===== config.mk =====
export PLATFORM = sky130hd
export DESIGN_NAME = sync_bus_filt
export DESIGN_NICKNAME = d
export VERILOG_FILES = /design/src/rtl/sync_bus_filt.sv
export SDC_FILE = /design/constraint.sdc
export NUM_CORES = 1
export LEC_CHECK = 0
export CORE_MARGIN = 10
export CORE_UTILIZATION = 44
export DETAILED_ROUTE_END_ITERATION = 12
export HOLD_SLACK_MARGIN = 0.12
export PLACE_DENSITY = 0.87
export SLEW_MARGIN = 10
export SYNTH_ARGS = -nofsm -noshare
export SYNTH_HDL_FRONTEND = slang
export SYNTH_SLANG_ARGS = --single-unit

===== constraint.sdc =====
create_clock -name clk -period 2.6 [get_ports clk]
set_clock_uncertainty 0.05 [all_clocks]
set_input_delay 0.26 -clock clk [delete_from_list [all_inputs] [get_ports clk]]
set_output_delay 0.26 -clock clk [all_outputs]
set_load 0.1 [all_outputs]

===== src/rtl/sync_bus_filt.sv =====
// sync_bus_filt: N-channel pointer synchronizer with an optional stability filter.
// Define SYNC_GRAY_DECODE_EN to decode Gray inputs and flag multi-bit jumps.
module sync_bus_filt #(
  parameter int ADDRSIZE = 8,
  parameter int STAGES   = 2,
  parameter int CHANNELS = 1,
  parameter int FILTER   = 0
) (
  input  logic                         clk,
  input  logic                         rst,
  input  logic [CHANNELS*ADDRSIZE-1:0] in_ptr,
  output logic [CHANNELS*ADDRSIZE-1:0] sync_ptr,
  output logic [CHANNELS-1:0]          chg_pulse,
  output logic [CHANNELS-1:0]          stable,
  output logic [CHANNELS-1:0]          gray_err
);

  localparam int AW = ADDRSIZE;

`ifdef SYNC_GRAY_DECODE_EN
  function automatic logic [AW-1:0] g2b(input logic [AW-1:0] g);
    logic [AW-1:0] b;
    b[AW-1] = g[AW-1];
    for (int i = AW - 2; i >= 0; i--) begin
      b[i] = b[i+1] ^ g[i];
    end
    return b;
  endfunction
`endif

  for (genvar c = 0; c < CHANNELS; c++) begin : g_ch
    logic [STAGES-1:0][AW-1:0] s_q;
    logic [AW-1:0]             last;
    logic [AW-1:0]             prev;
    logic [AW-1:0]             cur;
    logic [AW-1:0]             nxt;
    logic                      chg_q;
    logic                      stb_q;

    assign last = s_q[STAGES-1];
    assign prev = s_q[STAGES-2];

    always_ff @(posedge clk) begin
      if (rst) begin
        s_q   <= '0;
        chg_q <= 1'b0;
        stb_q <= 1'b0;
      end else begin
        s_q   <= {s_q[STAGES-2:0], in_ptr[c*AW +: AW]};
        chg_q <= (nxt != cur);
        stb_q <= (cur == last) && (last == prev);
      end
    end

    // cur is the value shown now, nxt the value shown after this edge
    if (FILTER == 0) begin : g_bypass
      assign cur = last;
      assign nxt = prev;
    end else begin : g_filt
      localparam logic [3:0] CNT_MAX = 4'(FILTER);
      localparam logic [3:0] CNT_HIT = 4'(FILTER - 1);

      logic [AW-1:0] cand_q;
      logic [AW-1:0] cand_d;
      logic [AW-1:0] sync_q;
      logic [AW-1:0] sync_d;
      logic [3:0]    cnt_q;
      logic [3:0]    cnt_d;

      always_comb begin
        cand_d = cand_q;
        cnt_d  = cnt_q;
        sync_d = sync_q;
        if (last != cand_q) begin
          cand_d = last;
          cnt_d  = '0;
        end else begin
          if (cnt_q != CNT_MAX) begin
            cnt_d = cnt_q + 4'd1;
          end
          if (cnt_q == CNT_HIT) begin
            sync_d = cand_q;
          end
        end
      end

      always_ff @(posedge clk) begin
        if (rst) begin
          cand_q <= '0;
          cnt_q  <= '0;
          sync_q <= '0;
        end else begin
          cand_q <= cand_d;
          cnt_q  <= cnt_d;
          sync_q <= sync_d;
        end
      end

      assign cur = sync_q;
      assign nxt = sync_d;
    end

`ifdef SYNC_GRAY_DECODE_EN
    logic [AW-1:0] diff;
    logic          err_q;

    assign diff = nxt ^ cur;

    // more than one bit set: clearing the lowest set bit leaves something
    always_ff @(posedge clk) begin
      if (rst) begin
        err_q <= 1'b0;
      end else begin
        err_q <= |(diff & (diff - AW'(1)));
      end
    end

    assign sync_ptr[c*AW +: AW] = g2b(cur);
    assign gray_err[c]          = err_q;
`else
    assign sync_ptr[c*AW +: AW] = cur;
    assign gray_err[c]          = 1'b0;
`endif

    assign chg_pulse[c] = chg_q;
    assign stable[c]    = stb_q;
  end

endmodule


* Yosys cells after proc, flatten, opt, wreduce, memory -nomap -nowiden
Index checks and enable logic that the tools add are counted.
** Storage, ports and cells
- Register bits after elaboration :: 18
- Input port bits :: 10
- Output and inout bits :: 11
- Logic and storage cells :: 6
** Cells by class
- Equality and inequality tests :: 2
** Operators with widths (number)
- 8-bit == test :: 1
- 8-bit != test :: 1

* Longest topological paths before layout
- Depth in word-level cells :: 1
- Gate-level depth with buffers :: 3
- Depth with buffers taken out :: 3

* Worst setup path before layout
OpenSTA, ideal clock, no wires.
- Path kind :: reg2reg
- From :: reg g_ch[0].s_q, in the netlist sync_ptr[1]
- To :: reg g_ch[0].stb_q (netlist: stable)
- Library setup time :: 60 ps
- Arrival :: 1583 ps
- Data required time :: 2490 ps
- Setup slack :: 907 ps
- Cell stages (with the launch flop) :: 4
- Buffers on the path :: 0
- Clock period less this slack :: 1693 ps
- Path through :: dfxtp_1 xor2_1 nor4_1 and3b_1
** Between the ends
- Word-level cells in the longest chain between the ends :: 1
** RTL lines
- from (decl) :: RTL line 32 : logic [STAGES-1:0][AW-1:0] s_q;
- from (signal assigned) :: RTL line 49 : s_q <= {s_q[STAGES-2:0], in_ptr[c*AW +: AW]};
- 8-bit == test :: RTL line 51 : stb_q <= (cur == last) && (last == prev);
- to (signal assigned) :: RTL line 51
- to (decl) :: RTL line 38 : logic stb_q;
No other way between the ends.
A chain may end at the register's enable or synchronous reset.

* Worst setup path in the final report
- From :: reg g_ch[0].s_q, in the netlist sync_ptr[4]
- To :: out sync_ptr[4]
** RTL lines
- to (decl) :: RTL line 12 : output logic [CHANNELS*ADDRSIZE-1:0] sync_ptr,
No word-level cell between the ends.

==> results.json <==
{
  "syn_inst": 49,
  "ir_worst_vdd_uv": 439,
  "dpl-instance-area_sq_um": 743,
  "clk_latency_ns": 0.29,
  "grt_pass1_wl_um": 1660,
  "timing.setup.tns_ns": 0,
  "cts_tree": "yes",
  "core_sq_um": 1170,
  "drc_errors": 0,
  "yosysWarnings": 0,
  "timing.hold.ws_ns": 0.431,
  "yosys_register_bits": 18,
  "drive_gt1_share_pct": 20.0,
  "numPortBuffers": 19,
  "crit_slowest_cell": "dfxtp_1",
  "min_path_type": "flip-flop to flip-flop",
  "io_pins": 21,
  "ctsLongestPathBuffers": 2,
  "firstDrtPassIters": 1,
  "root_buffer": "clkbuf_4",
  "ctsResizeCount": 0,
  "max_freq_mhz": 791,
  "htreeDepth": 1,
  "p_leak_uw": 0.000363,
  "via_count": 360,
  "via_per_inst": 4.29,
  "final_nets": 81,
  "critical_path_class": "flip-flop to output port",
  "clock_sinks": 18,
  "cap_viol_max_count": 0,
  "die-area_sq_um": 3140,
  "grt_usage_pct": 6.91,
  "antenna_left": 0,
  "grt-ovfl-total": 0,
  "antenna_found_initial": 0,
  "critPathBufInv": 1,
  "setup_viol": 0,
  "ys_seq_area_share_pct": 63.0,
  "final_common_cell": "dfxtp_1",
  "status": "finished, final reports clean",
  "crit_path_end_kind": "output port",
  "globalplace.congestion": 0.652,
  "relSlewSlack_pct": 64.2,
  "fp.dieH_um": 56.1,
  "start_util_pct": 48.8,
  "mostFrequentLayoutCells": "dfxtp_1 (18), nor2b_1 (16), buf_4 (10)",
  "stdcell_count": 84,
  "cts_buffers": 3,
  "final_cell_area_sq_um": 779,
  "critPathMaxStageDelay_ns": 0.36,
  "chipWidth_um": 56.1,
  "fin_crit_ns": 1.26,
  "crit_path_max_fanout": 2,
  "wl_um": 1020,
  "critPathTopFamily": "flip-flops",
  "fin_crit_sh_pct": 48.6,
  "max_slew.worst_pin.slew_ns": 0.535,
  "report.final.slew_viol_count": 0,
  "syn_to_final_growth_pct": 36.3,
  "final_hold_viol_count": 0,
  "drt_iter0_markers": 0,
  "cts_setup_buffers": 0,
  "cp-start-kind": "flip-flop",
  "syn-num-nets": 59,
  "rsz0062_at_grt": "false",
  "syn_area_sq_um": 572,
  "clkSlewWorstSetupHoldPaths_ns": 0.09,
  "pwr_density_cell_nw_per_um2": 719,
  "dp_cells": 80,
  "wire_per_inst_um": 12.2,
  "fin_util_pct": 66.6,
  "synth.avg_cell_area_sq_um": 11.7,
  "cp_cell_sequence": "buf_4",
  "cts_hold_buffers": 0,
  "rrSetupSlack_ns": 1.47,
  "dp_hpwl_um": 825,
  "grt_max_degree": 19,
  "arrival_ns": 0.95,
  "n_antenna_cell": 0,
  "grt_pass1_vias": 382,
  "cp.required_ns": 2.29,
  "rows": 12,
  "synth_cell_type_count": 9
}
==> layer usage <==
| layer | up-vias | share of wire (%) | global-route usage [%] |
|---|---|---|---|
| met5 | - | 0 | 0 |
| met4 | 0 | 3.6 | 6.14 |
| met3 | 4 | 11 | 4.10 |
| met2 | 15 | 47 | 10.7 |
| met1 | 150 | 39 | 6.20 |
| li1 | 191 | - | - |
==> where the power goes <==
| part | leakage (uW) | internal, uW | total (uW) | switching (uW) |
|---|---|---|---|---|
| combinational | 0.000193 | 31.8 | 101 | 68.8 |
| clock | 0.0000210 | 85.3 | 164 | 78.3 |
| sequential | 0.000149 | 289 | 296 | 7.32 |
| total | 0.000363 | 406 | 561 | 155 |
==> registers in the layout, indices dropped and copies added, names as in the netlist <==
signal     cells
g_ch.nxt       8
stable         1
chg_pulse      1
sync_ptr       8
==> synthesized netlist by cell type, drive strengths merged <==
cell type,count,area [sq um]
xor2,8,70.1
buf,1,7.51
dfxtp,18,360
clkbuf,1,3.75
a21oi,1,5.00
nor2b,16,100
nor4,2,12.5
conb,1,3.75
and3b,1,8.76
==> layout make-up <==
| cell class | count | area [sq um] |
|---|---|---|
| sequential | 18 | 360 |
| multi-input combinational | 29 | 200 |
| tap | 14 | 17.5 |
| clock buffer | 4 | 36.3 |
| fill | 107 | 392 |
| timing repair buffer | 19 | 165 |
==> final timing paths <==
kind                                   from                      to  depth (start not counted)
setup / recovery     sync_ptr[4]$_SDFF_PP0_             sync_ptr[4]                          1
hold / removal    g_ch[0].nxt[4]$_SDFF_PP0_  sync_ptr[4]$_SDFF_PP0_                          1
setup reg to reg  g_ch[0].nxt[6]$_SDFF_PP0_       stable$_SDFF_PP0_                          3
hold reg to reg   g_ch[0].nxt[4]$_SDFF_PP0_  sync_ptr[4]$_SDFF_PP0_                          1
==> per-stage QoR <==
step	power (uW)	setup WS, ns
floorplan	376	0.907
global placement	403	1.10
detailed placement	405	1.11
CTS	570	1.31
global route	587	1.28
finish	561	1.34
==> cell families (layout without fill, tap and decap cells) <==
group | Yosys count | in the layout | synth area share, %
AND/OR/NAND/NOR | 19 | 19 | 21.2
other | 1 | 1 | 0.656
flip-flops | 18 | 18 | 63.0
buffers and inverters | 2 | 23 | 1.97
AO/OA/AOI/OAI | 1 | 1 | 0.874
XOR/XNOR | 8 | 8 | 12.3
(Power assumes the default switching activity.)
==> RTL edit 1, RTL diff (same settings) <==
Register the output `chg_pulse` once more; this adds one clock of latency there. The other outputs are not delayed to match.
--- a/src/rtl/sync_bus_filt.sv
+++ b/src/rtl/sync_bus_filt.sv
@@ -18,2 +18,4 @@
   localparam int AW = ADDRSIZE;
+
+  logic [CHANNELS-1:0] chg_pulse_d;
 
@@ -124,4 +126,8 @@
 
-    assign chg_pulse[c] = chg_q;
+    assign chg_pulse_d[c] = chg_q;
     assign stable[c]    = stb_q;
+  end
+
+  always_ff @(posedge clk) begin
+    chg_pulse <= chg_pulse_d;
   end
Formal check against the unedited RTL: not equivalent (a bounded check fails within 4 cycles, from zero or initial values and one cycle with rst high).
==> RTL edit 1 against the original RTL <==
  * Worst setup slack got worse by 0.0036 ns
  * Core utilization fell by 5.0 points
  * Routed wire length fell by 7.0%
  * Sequential share of layout area up 1.9 points
  * Area after synthesis is 3.5% higher
  * Sequential cell count grew 1
  * Global-route usage is 0.84 points lower
  * Design area grew 1.4%
  * Worst hold slack worse by 0.15 ns
  * Die area is 2.2% higher
  * Synthesized cell count increased by 2.0%
  * Power is 1.5% lower
  * Largest power group unchanged
==> RTL edit 1: results (changes against the original RTL) <==
worstReg2RegStart: "g_ch[0].nxt[1]"
dp_slack_ns: 1.08  # -0.0317 ns
grtUsageTotal_pct: 6.08  # -0.84 points
slowest_stage: "dfxtp_1"
ir_worst_vdd_mv: 0.280  # -36%
p_clk_share_pct: 25.1  # -4.1 points
firstDrtPassIters: 3  # +2
synth_common_cells: "19 x dfxtp_1, 16 x nor2b_1, 8 x xor2_1"
cellLeakagePower_nw: 0.366  # +0.67%
status: "finished, final reports clean"
worst_pin_slew_ns: 0.574  # +0.0396 ns
min_path_cells: 0  # -1
synthFlopType: "dfxtp_1"
busiest_layer: "met2"
cp_top_family: "flip-flops"
cp_data_arrival_time_ns: 0.96
grt_use_met2_pct: 9.56  # -1.1 points
first_iter_violations: 1  # +1
drive_gt1_share_pct: 18.3  # -1.7 points
wl_met1_um: 421  # +6.3%
grt_pass1_wl_mm: 1.59  # -4.5%
fill_cells: 117  # +9.3%
wl_met3_um: 57  # -49%
dr_wl_met2_um: 446  # -6.5%
synthXorXnorAreaFrac_pct: 11.8  # -0.41 points
p_switching_mw: 0.156  # +0.66%
syn-num-nets: 60  # +1.7%
min_from: "chg_pulse_d"
dp.cells: 82  # +2.5%
grt_pass1_vias: 390  # +2.1%
finalNonFillerCells: 86  # +2.4%
wirelength_um: 951  # -7.0%
grt_util_met3_pct: 2.02  # -2.1 points
holdPathEnd: "chg_pulse"
seq_area_frac_synth_pct: 64.3  # +1.3 points
use_met1_pct: 6.31  # +0.11 points
synth_compound_area_share_pct: 0.846  # -0.030 points
yosys-top-cells-area: "dfxtp_1 64%, nor2b_1 17%, xor2_1 12%, nor4_1 2.1%, and3b_1 1.5%"
[RTL edit 1: through the flow]
step / instance area, um^2 / total power [mW] / hold WS, ns
floorplan: 592 / 0.393 / 0.260
global placement: 764 / 0.420 / 0.261
detailed placement: 764 / 0.422 / 0.265
CTS: 791 / 0.559 / 0.284
global route: 791 / 0.573 / 0.293
finish: 791 / 0.552 / 0.281
[RTL edit 1: worst max path at each step]
stage,startpoint,to,slack [ns],cells past startpoint
3_5_place_dp,rst,stable,1.08,2
6_report,sync_ptr[0],sync_ptr[0],1.33,1
2_1_floorplan,sync_ptr[1],stable,0.91,3
4_1_cts,sync_ptr[0],sync_ptr[0],1.32,1
3_3_place_gp,rst,stable,1.10,2
5_1_grt,sync_ptr[1],sync_ptr[1],1.30,1
[RTL edit 1: cell type report]
class | instances | area (um^2) | share of cell area [%]
repair buffers | 19 | 165 | 20.9
flip-flops and latches | 19 | 380 | 48.1
multi-input cells | 29 | 200 | 25.3
clock buffers | 4 | 26.3 | 3.32
well taps | 15 | 18.8 | 2.37
==> RTL edit 2, RTL diff (same settings) <==
Made on the original files. Change the parameter `FILTER` from 0 to 1.
--- a/src/rtl/sync_bus_filt.sv
+++ b/src/rtl/sync_bus_filt.sv
@@ -6,3 +6,3 @@
   parameter int CHANNELS = 1,
-  parameter int FILTER   = 0
+  parameter int FILTER   = 1
 ) (
Check against the original RTL: not equivalent (a bounded check fails within 4 cycles, from zero or initial values and one cycle with rst high).
==> RTL edit 2 against the original RTL <==
  * Fmax decreased by 21%
  * Count of clock-buffer cells in the layout rose by 2
  * Worst setup slack got worse by 0.33 ns
  * Design area is 140% higher
  * Sequential cell count rose by 20
  * Routed wire length grew to 2.6 times the old value
  * First-iteration DRC count rose by 34
  * Area after synthesis rose to 2.8 times the old value
  * Combinational power is 35% higher
  * Power increased by 130%
  * Critical path type is now reg2reg
  * Critical endpoint is now sync_ptr[0]
==> RTL edit 2: results (changes against the original RTL) <==
status: "finished, final reports clean"
rrSetupSlack_ns: 1.01  # -0.46 ns
cts_buffer_depth: 2  # unchanged
hp-class: "in2reg"
p_clk_share_pct: 40.7  # +12 points
ir_worst_vdd_mv: 0.466  # +6.1%
critPathLaunch: "g_ch[0].g_filt.cand_q[3]"
avgRoutedWirePerCell_um: 11.9  # -2.0%
slowest_stage: "nor3_4"
cts.clk_slew.worst_paths_ns: 0.11  # +0.02 ns
portBuffers: 19  # unchanged
grt_pass1_vias: 1039  # +170%
yosys-top-cells-area: "dfxtp_1 48%, nor2b_1 9.5%, nand2b_1 6.0%, mux2i_1 5.1%, xnor2_1 5.0%"
dpl_cell_area_mm2: 0.00178  # +140%
seq_power_share_pct: 48.6  # -4.3 points
reg2reg_depth: 4  # +1
insertion_delay_ns: 0.34  # +0.05 ns
dp.cells: 217  # +170%
min_path_cells: 2  # +1
gp_congestion: 0.746  # +14%
firstDrtPassIters: 4  # +3
synth_compound_area_share_pct: 3.34  # +2.5 points
syn-num-nets: 169  # +190%
cts-htree-levels: 2  # +1
synth_fa_ha_area_share_pct: 2.39  # +2.4 points
first_iter_violations: 34  # +34
p_switching_mw: 0.286  # +85%
cp_top_family: "simple AND/OR/NAND/NOR gates"
hpwlAfterDp_mm: 1.99  # +140%
relSlewSlack_pct: 66.1  # +1.9 points
drive_gt1_share_pct: 11.7  # -8.3 points
synth_common_cells: "38 x dfxtp_1, 24 x nor2b_1, 15 x nand2b_1"
holdPathEnd: "g_ch[0].prev[0]"
synth_area_per_cell_um2: 10.1  # -14%
grtUsageTotal_pct: 9.51  # +2.6 points
cts_resized: 0  # unchanged
synth_cell_types: 29  # +20
numCtsBuffers: 5  # +2
end_kind: "flop"
min_from: "in_ptr[0]"
cellLeakagePower_nw: 0.768  # +110%
grt_pass1_wl_mm: 4.70  # +180%
pg_seq_mw: 0.619  # +110%
finalNonFillerCells: 225  # +170%
synthXorXnorAreaFrac_pct: 10.0  # -2.2 points
hold_slack_ns: 0.404  # -0.0266 ns
fin_nets: 191  # +140%
fmax_mhz: 628  # -21%
muxShareOfSynthArea_pct: 5.09  # +5.1 points
r2r-end: "sync_ptr[0]"
critPathMaxFanout: 8  # +6
critPathMaxStageDelay_ns: 0.49  # +0.13 ns
cp_data_arrival_time_ns: 1.82  # +0.87 ns
via_per_inst: 4.76  # +11%
grt_max_degree: 42  # +23
[RTL edit 2: cell types whose count changed after synthesis, moves of 3 or more]
cell	unedited run	this run
nor2b_1	16	24
nor2_1	0	4
mux2i_1	0	8
clkbuf_1	1	4
xnor2_1	0	9
nand3_1	0	7
ha_1	0	3
and3_1	0	3
dfxtp_1	18	38
nand2b_1	0	15
or2b_1	0	3
or3_1	0	6
[RTL edit 2: cell type report]
type | count | area, um^2
clock inverters | 2 | 60.1
flip-flops and latches | 38 | 761
multi-input cells | 111 | 782
fillers | 299 | 1500
repair buffers | 20 | 173
inverters | 2 | 7.51
clock buffers | 6 | 51.3
well taps | 46 | 57.6
[RTL edit 2: per-layer routing]
metal	track usage (%)	part of all wire (%)
met2	14.2	47
met3	5.29	5.6
met1	11.1	47
met4	3.70	1.3
met5	0	0
